==> src/rtl/rom_arbiter.sv <==
// rom_arbiter: shares one synchronous ROM between an instruction port and a
// data port.
//
// Each ROM access goes IDLE -> ACCESS (WAIT_STATES+1 cycles) -> ACK.
// - IDLE picks a port and latches its address.
// - ACCESS holds radr_o/STB_o steady. On its last cycle the ROM word is
//   captured into the granted port's data register.
// - ACK raises the granted port's ack for one cycle, but only if that port
//   is still strobing. Then the FSM returns to IDLE.
// When both ports request in IDLE, the port that was not granted last wins.
//
// Handshake: a port requests by holding its strobe high. Its ack is high for
// exactly one cycle, and the read data is valid in that cycle. If the strobe
// is dropped before ACK, the access still completes but no ack is given. If
// the strobe is still high after the ack, that is a new request.
//
// Ports
//   clk_i, reset_i   clock and synchronous active-high reset
//   iadr_i, istb_i   instruction-port address / request strobe
//   iack_o, idat_o   instruction-port acknowledge / read data
//   dadr_i, dstb_i   data-port address / request strobe
//   dack_o, ddat_o   data-port acknowledge / read data
//   radr_o, STB_o    ROM address / strobe
//   rdat_i           ROM read data
//   state_o          current FSM state (0 IDLE, 1 ACCESS, 2 ACK) for debug

module rom_arbiter #(
    parameter int AW          = 12,
    parameter int DW          = 32,
    parameter int WAIT_STATES = 2
) (
    input  logic          clk_i,
    input  logic          reset_i,
    input  logic [AW-1:0] iadr_i,
    input  logic          istb_i,
    output logic          iack_o,
    output logic [DW-1:0] idat_o,
    input  logic [AW-1:0] dadr_i,
    input  logic          dstb_i,
    output logic          dack_o,
    output logic [DW-1:0] ddat_o,
    output logic [AW-1:0] radr_o,
    output logic          STB_o,
    input  logic [DW-1:0] rdat_i,
    output logic [1:0]    state_o
);

    typedef enum logic [1:0] {
        IDLE   = 2'd0,
        ACCESS = 2'd1,
        ACK    = 2'd2
    } state_t;

    state_t     state;
    state_t     state_next;
    logic [3:0] count;
    logic       grant;       // 0 = instruction port, 1 = data port
    logic       last_grant;  // port served by the most recent completed access
    logic       pick_data;

    // The data port wins if it is the only requester. Under contention it
    // also wins when the instruction port was the one served last.
    always_comb begin
        pick_data  = dstb_i && (!istb_i || !last_grant);
        state_next = state;
        case (state)
            IDLE:    if (istb_i || dstb_i) state_next = ACCESS;
            ACCESS:  if (count == 4'd0) state_next = ACK;
            ACK:     state_next = IDLE;
            default: state_next = IDLE;
        endcase
        // Ack is gated by the live strobe, so a strobe dropped mid-access
        // suppresses the ack.
        iack_o = (state == ACK) && !grant && istb_i;
        dack_o = (state == ACK) &&  grant && dstb_i;
    end

    always_ff @(posedge clk_i) begin
        if (reset_i) state <= IDLE;
        else         state <= state_next;
    end

    always_ff @(posedge clk_i) begin
        if (reset_i) begin
            count      <= 4'd0;
            grant      <= 1'b0;
            last_grant <= 1'b0;
            radr_o     <= '0;
            STB_o      <= 1'b0;
            idat_o     <= '0;
            ddat_o     <= '0;
        end else begin
            case (state)
                IDLE: begin
                    if (istb_i || dstb_i) begin
                        grant  <= pick_data;
                        radr_o <= pick_data ? dadr_i : iadr_i;
                        STB_o  <= 1'b1;
                        count  <= 4'(WAIT_STATES);
                    end
                end
                ACCESS: begin
                    if (count != 4'd0) begin
                        count <= count - 4'd1;
                    end else begin
                        if (grant) ddat_o <= rdat_i;
                        else       idat_o <= rdat_i;
                        STB_o <= 1'b0;
                    end
                end
                ACK: last_grant <= grant;
                default: ;
            endcase
        end
    end

    assign state_o = state;

endmodule

==> config.mk <==
export PLATFORM = sky130hd
export DESIGN_NAME = rom_arbiter
export DESIGN_NICKNAME = d
export VERILOG_FILES = /design/src/rtl/rom_arbiter.sv
export SDC_FILE = /design/constraint.sdc
export NUM_CORES = 1
export LEC_CHECK = 0
export ABC_CLOCK_PERIOD_IN_PS = 1800
export BUFFER_PORTS_ARGS = -buffer_cell sky130_fd_sc_hd__buf_4
export CORE_ASPECT_RATIO = 0.5
export CORE_UTILIZATION = 43
export DETAILED_ROUTE_END_ITERATION = 10
export PLACE_DENSITY = 0.86
export SYNTH_ARGS = -nofsm -noshare
export SYNTH_HDL_FRONTEND = slang
export SYNTH_SLANG_ARGS = --single-unit
==> constraint.sdc <==
create_clock -name clk_i -period 1.8 [get_ports clk_i]
set_clock_uncertainty 0.05 [all_clocks]
set_input_delay 0.36 -clock clk_i [delete_from_list [all_inputs] [get_ports clk_i]]
set_output_delay 0.36 -clock clk_i [all_outputs]
set_load 0.005 [all_outputs]
* Word-level counts from Yosys, hierarchy flattened
Index checks and enable logic that the tools add are counted. Widths: inputs -> output; s select.
Storage, ports and cells: input port bits 60, register bits after elaboration 85, output and inout port bits 81
Cells by class: reductions and logical operators 20, bitwise operators 2, add/subtract/negate cells 1, multiplexer cells 10, eq/ne operators 6
Operator list (count):
- $mux 12 | 1
- $reduce_and 3->1 | 4
- $mux 4 | 2
- $ne 2x2->1 const B | 4
- $pmux 4 s2 | 1
- $logic_and 1x1->1 | 5
- $logic_not 4->1 | 1
- $mux 2 | 2
- $pmux 2 s2 | 1
- $reduce_and 2->1 | 2
- $reduce_bool 4->1 | 1
- $sub 4x1->4 const B | 1
- $logic_not 1->1 | 3
- $eq 2x1->1 const B | 1
- $eq 2x2->1 const B | 1
- $logic_not 2->1 | 1
- $logic_or 1x1->1 | 2
- $mux 1 | 2
- $not 1->1 | 2
- $pmux 1 s2 | 1
- $reduce_bool 2->1 | 1

* Longest topological paths before layout
Gate-level depths: netlist (run 1).
word-level depth 4, gate-level depth with buffers 7, gate-level depth less buffers 5

* Worst setup path before layout (run 1)
Ideal clock, no wire load.
path kind flip-flop to flip-flop, start point register count[0], end point register idat_o[10], required time 1.632 ns, stages on the path, launching flop included 8, path buffers 2, path slack -0.022 ns, library setup time 0.118 ns, period minus slack after synthesis 1.822 ns, arrival 1.654 ns, path through dfxtp_1 > inv_1 > ha_1 > or3b_4 > or3_1 > buf_6 > buf_12 > mux2i_1
Between the ends: word-level cells in the longest chain between the ends 3
RTL lines:
- start: declaration | RTL line 56 | logic [3:0] count;
- start signal: assignment | RTL line 99 | count <= 4'(WAIT_STATES);
- start signal: assignment | RTL line 104 | count <= count - 4'd1;
- $reduce_bool 4->1 | RTL line 103 | if (count != 4'd0) begin
- $not 1->1 (no source line)
- $reduce_and 3->1 (no source line)
- end signal: assignment | RTL line 107 | else idat_o <= rdat_i;
- end: declaration | RTL line 37 | output logic [DW-1:0] idat_o,
Every way passes these cells. A chain may end at the register's enable or synchronous reset.

* Worst setup path after layout (run 1)
start point register count[0], end point register idat_o[4]
The elaborated chain is that of the path after synthesis.

==> results.cfg, run 1 <==
[layout]
fin_cells = 581
drive_above_1_share = 0.3773
stdcell_area_mm2 = 0.004920
diodes = 0
final_cell_mix = buf_4, nand2_1, dfxtp_1
mostFrequentLayoutCell = buf_4
area_growth_syn_to_layout_pct = 48.04
layout.nets = 542

[routing]
wl_mm = 7.805
ant_nets = 0
routedWlPerCell_um = 13.43
drtIter0Drc = 125
num_vias = 2828
avgViaCountPerCell = 4.867
drc = 0
first_pass_iters = 6

[setup_path]
critPathRequiredTime_ns = 1.97
path_delay_family = simple AND/OR/NAND/NOR gates
crit_chain = inv_4 -> ha_4 -> or3b_4 -> or3_4 -> clkbuf_16 -> mux2i_1
critPathBufInv = 2
path_depth = 6
critPathKind = reg -> reg
reg2regPathDepth = 6
slowest_stage = or3b_4
slowest_delay_ns = 0.40
start_kind = register
critPathArrivalTime_ns = 1.96
path_max_fanout = 7
critPathCaptureType = register

[yosys]
syn_inst = 335
synth_cell_types = 33
synth-seq-area-share = 0.5120
synth_area_mm2 = 0.003323
synth-seq-cells = 85
ys_warn_count = 0
syn_nets = 397
syn_avg_cell_area_um2 = 9.920

[placement]
place_area_mm2 = 0.004559
dp_hpwl_mm = 5.754
io_buffers = 140
gp_congestion = 0.7806
placed_cells = 563

[outcome]
outcome = complete, no violations

[timing]
finalSetupViolCount = 0
worstMarginPinSlew_ns = 0.3868
period_minus_slack_ns = 1.796
slew_violations = 0
finalCritPeriodShare = 0.9976
slew_headroom = 0.7415
hold_slack_ns = 0.2148
fmax_mhz = 556.9
hold_viol_final = 0
rsz0062_at_grt = yes

[cts]
insertion_delay_ns = 0.33
h-tree-depth = 3
cts.hold.buffers_added = 0
clock-sinks = 85
clockRootBuffer = clkbuf_16
numCtsBuffers = 9
cts_tree = built
cts_buffer_depth = 2
clk_pin_slew_ns = 0.06

[min_path]
hold_class = in -> reg
whs_path_depth = 2

[global_route]
grt_pass1_wl_mm = 12.08
grt-ovfl-total = 0
grt_pass1_vias = 2654
grt_start_max_net_pins = 36
antenna_found_initial = 0
grt_usage = 0.1884

[pwr]
power_leakage_nw = 2.379
power_density_mw_per_mm2 = 960.6
ir_drop_uv = 522.6

[floorplan]
num_rows = 22
core-area_mm2 = 0.007405
die_w_um = 126.3
die_area_mm2 = 0.008105
num_io_pins = 141
start_util = 0.4488
die_h_um = 64.16

[run]
maxCapViolations = 0
[registers in the layout, indices dropped and copies added, names as in the netlist]
name        count
ddat_o         32
idat_o         32
state_o         2
grant           1
last_grant      1
STB_o           1
count           4
radr_o         12
[Yosys cell counts]
master,instances,area [um^2]
or4_1,1,7.510
dfxtp_1,85,1702
and3_2,1,7.510
ha_1,2,25.02
inv_1,3,11.26
and3_1,1,6.260
mux2i_1,77,770.7
a21oi_1,3,15.01
a21boi_0,2,15.01
nand2b_1,2,12.51
nor4_1,1,6.260
nor2_1,3,11.26
nor3b_1,2,15.01
buf_2,5,25.02
nor2b_1,1,6.260
or3_1,2,12.51
o2bb2ai_1,12,105.1
a22o_1,1,8.760
clkbuf_1,13,48.80
nor3_1,3,15.01
or4_2,1,8.760
buf_12,1,20.02
or2_2,1,6.260
o21ai_0,3,15.01
buf_4,2,15.01
or3b_4,1,11.26
a31o_2,1,8.760
a21boi_1,1,7.510
nand2_1,100,375.4
clkinv_1,1,3.750
a311oi_1,1,8.760
buf_6,1,11.26
nand3_1,1,5.000
[routing by layer]
layer  global-route usage  part of all wire
met4              0.07229             0.016
met2               0.3356              0.50
met5                    0                 0
met3              0.06449             0.049
met1               0.2096              0.44
[what timing repair did]
action | 4_1_cts | 5_1_grt
gates resized for setup | 3 | 8
buffers inserted | 0 | 1
pin swaps | 0 | 0
gates cloned | 0 | 1
hold endpoints to repair | 0 | 0
setup endpoints to repair | 52 | 33
[power by group]
part           switching (W)  internal, W
clock               0.000680      0.00109
combinational       0.000363     0.000486
sequential         0.0000896      0.00202
[final timing paths]
check,slack [ns],to,from
setup reg to reg,0.004,idat_o[4],count[0]
hold / removal,0.21,STB_o,reset_i
hold reg to reg,0.40,ddat_o[7],ddat_o[7]
setup / recovery,0.004,idat_o[4],count[0]
[worst reg2reg max path: stages (launching register included)]
cell and delay (ns):
dfxtp_4 0.35, inv_4 0.06, ha_4 0.13, or3b_4 0.40, or3_4 0.39, clkbuf_16 0.19, mux2i_1 0.11
[layout make-up]
type                            instances  area, um^2
Multi-Input combinational cell        224        1520
Clock buffer                           16       291.5
Timing Repair Buffer                  156        1264
Fill cell                             573        2485
Inverter                                4       17.52
Tap cell                               96       120.1
Sequential cell                        85        1707
[through the flow]
stage / TNS (ns) / utilization / total power (W) / setup slack [ns]
2_1_floorplan: 0 / - / 0.002532 / 0.01686
6_report: 0 / 0.6644 / 0.004726 / 0.004379
5_1_grt: -0.3252 / 0.6644 / 0.004924 / -0.03528
3_3_place_gp: 0 / 0.6157 / 0.002929 / 0.06087
3_5_place_dp: -0.4131 / 0.6157 / 0.002952 / -0.03897
4_1_cts: -0.01973 / 0.6566 / 0.004726 / -0.01299
[cells by family (layout without fill, tap and decap cells)]
logic type	after synthesis	count (layout)	share of synthesized area
AOI/OAI and AO/OA	24	24	0.05534
and+or+nand+nor	121	121	0.1525
adders and majority gates	2	2	0.007529
DFF	85	85	0.5120
buffers and inverters	26	176	0.04066
muxes	77	77	0.2319
No activity file was read; power rests on OpenSTA's default activity.
==> inputs of run 2 (changes only) <==
--- a/config.mk
+++ b/config.mk
@@ -8,9 +8,10 @@
 export ABC_CLOCK_PERIOD_IN_PS = 1800
 export BUFFER_PORTS_ARGS = -buffer_cell sky130_fd_sc_hd__buf_4
 export CORE_ASPECT_RATIO = 0.5
-export CORE_UTILIZATION = 43
+export CORE_UTILIZATION = 44
+export CTS_BUF_LIST = sky130_fd_sc_hd__clkbuf_2
 export DETAILED_ROUTE_END_ITERATION = 10
-export PLACE_DENSITY = 0.86
+export PLACE_DENSITY = 0.88
 export SYNTH_ARGS = -nofsm -noshare
 export SYNTH_HDL_FRONTEND = slang
 export SYNTH_SLANG_ARGS = --single-unit
==> run 2 against run 1 <==
Against the previous run: the run now ends with DRC, setup timing left; sequential power hardly changed; setup slack got worse by 0.045 ns; largest cell class unchanged; cell area is 2.9% lower; highest routed layer unchanged.
==> results.cfg, run 2 (synthesis gave the netlist of run 1 again) <==
[timing]
hold_viol_final = 0
worstMarginPinSlew_ns = 0.3873
tns_ns = -0.2746
slew_violations = 0
slew_headroom = 0.7411
finalCritPeriodShare = 1.022
fmax_mhz = 543.4
rsz0062_at_grt = yes
finalSetupViolCount = 13
timing.final.ws_setup_ns = -0.04033
period_minus_slack_ns = 1.840

[setup_path]
start_kind = register
slowest_delay_ns = 0.40
critPathCaptureType = register
path_max_fanout = 8
critPathArrivalTime_ns = 2.25
critPathKind = reg -> reg
critPathBufInv = 2
crit_chain = inv_2 -> ha_4 -> or3b_4 -> nor3_4 -> clkbuf_16 -> mux2i_1
slowest_stage = or3b_4
path_delay_family = simple AND/OR/NAND/NOR gates
critPathRequiredTime_ns = 2.21

[routing]
wl_mm = 8.182
drc = 12
num_vias = 2911
avgViaCountPerCell = 4.976
first_pass_iters = 7
drtIter0Drc = 160
routedWlPerCell_um = 13.99
ant_nets = 0

[run]
maxCapViolations = 0

[layout]
layout.nets = 550
final_util = 0.6835
final_cell_mix = buf_4, nand2_1, dfxtp_1
diodes = 0
n_fill_cell = 544
area_growth_syn_to_layout_pct = 43.75
drive_above_1_share = 0.3813
fin_cells = 585
mostFrequentLayoutCell = buf_4
top_regs = ddat_o: 32 flops, idat_o: 32 flops, radr_o: 12 flops

[cts]
cts_buffer_depth = 2
cts_tree = built
clock-sinks = 85
h-tree-depth = 3
insertion_delay_ns = 0.51
clockRootBuffer = clkbuf_2
numCtsBuffers = 9
clk_pin_slew_ns = 0.21

[pwr]
ir_drop_uv = 429.2
power.total_w = 0.003746
power_leakage_nw = 2.317
power_density_mw_per_mm2 = 784.1

[outcome]
outcome = finished with violations
violations = DRC, setup timing

[global_route]
grt-ovfl-total = 0
grt_pass1_wl_mm = 12.74
grt_usage = 0.2041
grt_start_max_net_pins = 63
antenna_found_initial = 0
grt_pass1_vias = 2824

[floorplan]
start_util = 0.4755
die_area_mm2 = 0.007925
die_h_um = 63.45
die_w_um = 124.9
num_rows = 21
core-area_mm2 = 0.006989
num_io_pins = 141

[min_path]
hold_class = in -> reg

[placement]
dp_hpwl_mm = 5.740
gp_congestion = 0.7393
io_buffers = 140
placed_cells = 557
-- run 2: layer usage --
metal,up-vias,wire length (um),global-route usage
met4,0,199,0.09146
met1,1348,3322,0.2225
met3,20,522,0.07816
met5,-,0,0
met2,100,4138,0.3574
li1,1443,-,-
-- run 2: worst paths after layout --
check             startpoint    endpoint  slack [ns]  cells past startpoint
setup reg to reg    count[1]  idat_o[15]       -0.04                      6
hold / removal     rdat_i[4]   ddat_o[4]        0.05                      3
setup / recovery    count[1]  idat_o[15]       -0.04                      6
hold reg to reg   ddat_o[14]  ddat_o[14]        0.42                      2
-- run 2: cell type report --
cell class                 instances  area, um^2  share of cell area
tap                               92       115.1             0.02410
sequential                        85        1715              0.3591
clock buffer                      12       60.06             0.01257
clock inverter                     4       15.01            0.003143
multi-input combinational        224        1535              0.3214
timing repair buffer             164        1319              0.2761
inverter                           4       17.52            0.003667
-- run 2: power by group --
part           switching [W]  leakage (nW)  internal [W]
combinational       0.000369          1.57      0.000493
sequential         0.0000905         0.694       0.00202
clock               0.000588        0.0561      0.000183
total                0.00105          2.32       0.00270
-- run 2: stage by stage --
step | hold slack (ns) | cell area, um^2 | setup WS, ns
after floorplan | 0.4011 | 3326 | 0.01686
after global placement | 0.3933 | 4514 | 0.06079
after detailed placement | 0.3971 | 4514 | -0.004201
after CTS | 0.0003771 | 4642 | -0.02680
after global routing | 0.002824 | 4777 | -0.1112
final | 0.04527 | 4777 | -0.04033
-- run 2: worst min-delay path: stages --
cell     delay, ns
buf_4         0.11
nand2_1       0.06
mux2i_1       0.07
-- run 2: what timing repair did --
action,CTS,global route
cloned,0,1
resized for setup,8,11
setup endpoints to repair,20,34
hold buffers,2,6
pin swaps,1,2
endpoints found under the hold margin,6,5
setup buffers,1,2
==> inputs of run 3 (changes only) <==
--- a/config.mk
+++ b/config.mk
@@ -11,6 +11,7 @@
 export CORE_UTILIZATION = 44
 export CTS_BUF_LIST = sky130_fd_sc_hd__clkbuf_2
 export DETAILED_ROUTE_END_ITERATION = 10
+export MAX_ROUTING_LAYER = met4
 export PLACE_DENSITY = 0.88
 export SYNTH_ARGS = -nofsm -noshare
 export SYNTH_HDL_FRONTEND = slang
==> run 3 against run 2 <==
Against the previous run: the run still ends with DRC, setup timing left; critical path depth unchanged; clock power about the same; register-to-register slack about the same; cell count unchanged; non-clock buffer count unchanged; global-route usage up 0.65 points; total power about the same; die area unchanged; utilization unchanged; sequential cell count unchanged; cell area unchanged; critical path type unchanged.
==> results.cfg, run 3 (synthesis gave the netlist of run 1 again) <==
[outcome]
outcome = finished with violations
violations = DRC, setup timing

[pwr]
power_leakage_nw = 2.317
power.total_w = 0.003745
power_density_mw_per_mm2 = 783.9
ir_drop_uv = 430.1

[placement]
place_area_mm2 = 0.004514
dp_hpwl_mm = 5.740
io_buffers = 140
gp_congestion = 0.7485
placed_cells = 557

[layout]
drive_above_1_share = 0.3813
final_util = 0.6835
mostFrequentLayoutCell = buf_4
top_regs = ddat_o: 32 flops, idat_o: 32 flops, radr_o: 12 flops
layout.nets = 550
diodes = 0
final_cell_mix = buf_4, nand2_1, dfxtp_1
stdcell_area_mm2 = 0.004777
fin_cells = 585
n_fill_cell = 545
area_growth_syn_to_layout_pct = 43.75

[routing]
avgViaCountPerCell = 4.971
first_pass_iters = 7
routedWlPerCell_um = 13.92
wl_mm = 8.142
ant_nets = 0
num_vias = 2908
drc = 12
drtIter0Drc = 140

[global_route]
antenna_found_initial = 0
use_met3 = 0.07307
grt_pass1_wl_mm = 12.77
grt_start_max_net_pins = 63
use_met2 = 0.3567
global_route.usage.met1 = 0.2273
grt_pass1_vias = 2821
grt_usage = 0.2105
grt-ovfl-total = 0
grt_busiest_layer = met2

[setup_path]
path_max_fanout = 8
rr_startpoint = count[1]
rr_endpoint = idat_o[18]
critPathKind = reg -> reg
critPathArrivalTime_ns = 2.24
critPathBufInv = 2
critPathRequiredTime_ns = 2.19
path_delay_family = simple AND/OR/NAND/NOR gates
r2r_setup_slack_ns = -0.05
critPathCaptureType = register
slowest_delay_ns = 0.40
reg2regPathDepth = 6
start_kind = register
slowest_stage = or3b_4
crit_chain = inv_2 -> ha_4 -> or3b_4 -> nor3_4 -> clkbuf_16 -> mux2i_1

[timing]
rsz0062_at_grt = yes
slew_headroom = 0.7408
finalCritPeriodShare = 1.028
tns_ns = -0.2765
worstMarginPinSlew_ns = 0.3879
finalSetupViolCount = 11
period_minus_slack_ns = 1.850
slew_violations = 0
timing.final.ws_setup_ns = -0.04998
hold_viol_final = 0
fmax_mhz = 540.5

[floorplan]
start_util = 0.4755
core-area_mm2 = 0.006989
die_w_um = 124.9
num_rows = 21
die_h_um = 63.45
die_area_mm2 = 0.007925
num_io_pins = 141

[min_path]
hold_start = rdat_i[4]
hold_class = in -> reg
whs_path_depth = 3
whs_endpoint = ddat_o[4]

[run]
maxCapViolations = 0

[cts]
clock-sinks = 85
clk_pin_slew_ns = 0.21
cts_buffer_depth = 2
numCtsBuffers = 9
clockRootBuffer = clkbuf_2
h-tree-depth = 3
insertion_delay_ns = 0.51
cts_tree = built
run 3: cell counts in the layout (fill, tap and decap cells not counted):
Identical to the previous run, type by type.
run 3: power by group:
| group | total [W] | internal (W) | switching (W) |
|---|---|---|---|
| sequential | 0.00211 | 0.00202 | 0.0000910 |
| clock | 0.000768 | 0.000183 | 0.000586 |
| combinational | 0.000862 | 0.000493 | 0.000369 |
run 3: repair_timing:
item / 4_1_cts / 5_1_grt
hold buffers: 2 / 6
cloned: 0 / 1
resized for setup: 8 / 11
pin swaps: 1 / 2
endpoints found under the hold margin: 6 / 5
endpoints found under the setup margin: 20 / 34
setup buffers: 1 / 2
run 3: worst reg2reg max path: cells and delay by family, from the launching register on:
family | cells | cell delay, ns
simple gates | 2 | 0.73
flops | 1 | 0.37
buf+inv | 2 | 0.31
mux | 1 | 0.18
fa+ha+maj | 1 | 0.14
run 3: final cells by class:
class,instances,area [um^2],area share
sequential,85,1715,0.3591
multi-input combinational,224,1535,0.3214
timing repair buffer,164,1319,0.2761
tap,92,115.1,0.02410
clock buffer,12,60.06,0.01257
inverter,4,17.52,0.003667
clock inverter,4,15.01,0.003143
run 3: metal layers:
layer  routed length [um]  part of all wire
met1                 3387              0.42
met2                 4041              0.50
met3                  504             0.062
met4                  208             0.026
met5                    0                 0
run 3: worst max-delay path by stage:
stage	start	to	slack (ns)	cells past startpoint
2_1_floorplan	count[0]	idat_o[10]	0.02	7
3_3_place_gp	count[0]	idat_o[14]	0.06	6
3_5_place_dp	count[0]	idat_o[15]	-0.004	6
4_1_cts	count[1]	idat_o[15]	-0.03	6
5_1_grt	count[1]	idat_o[29]	-0.09	6
6_report	count[1]	idat_o[18]	-0.05	6
run 3: stage by stage:
stage	hold WS [ns]	worst slack (ns)
global route	0.002824	-0.08865
finish	0.05026	-0.04998
CTS	0.0003771	-0.02680
detailed placement	0.3971	-0.004201
global placement	0.3933	0.06079
floorplan	0.4011	0.01686
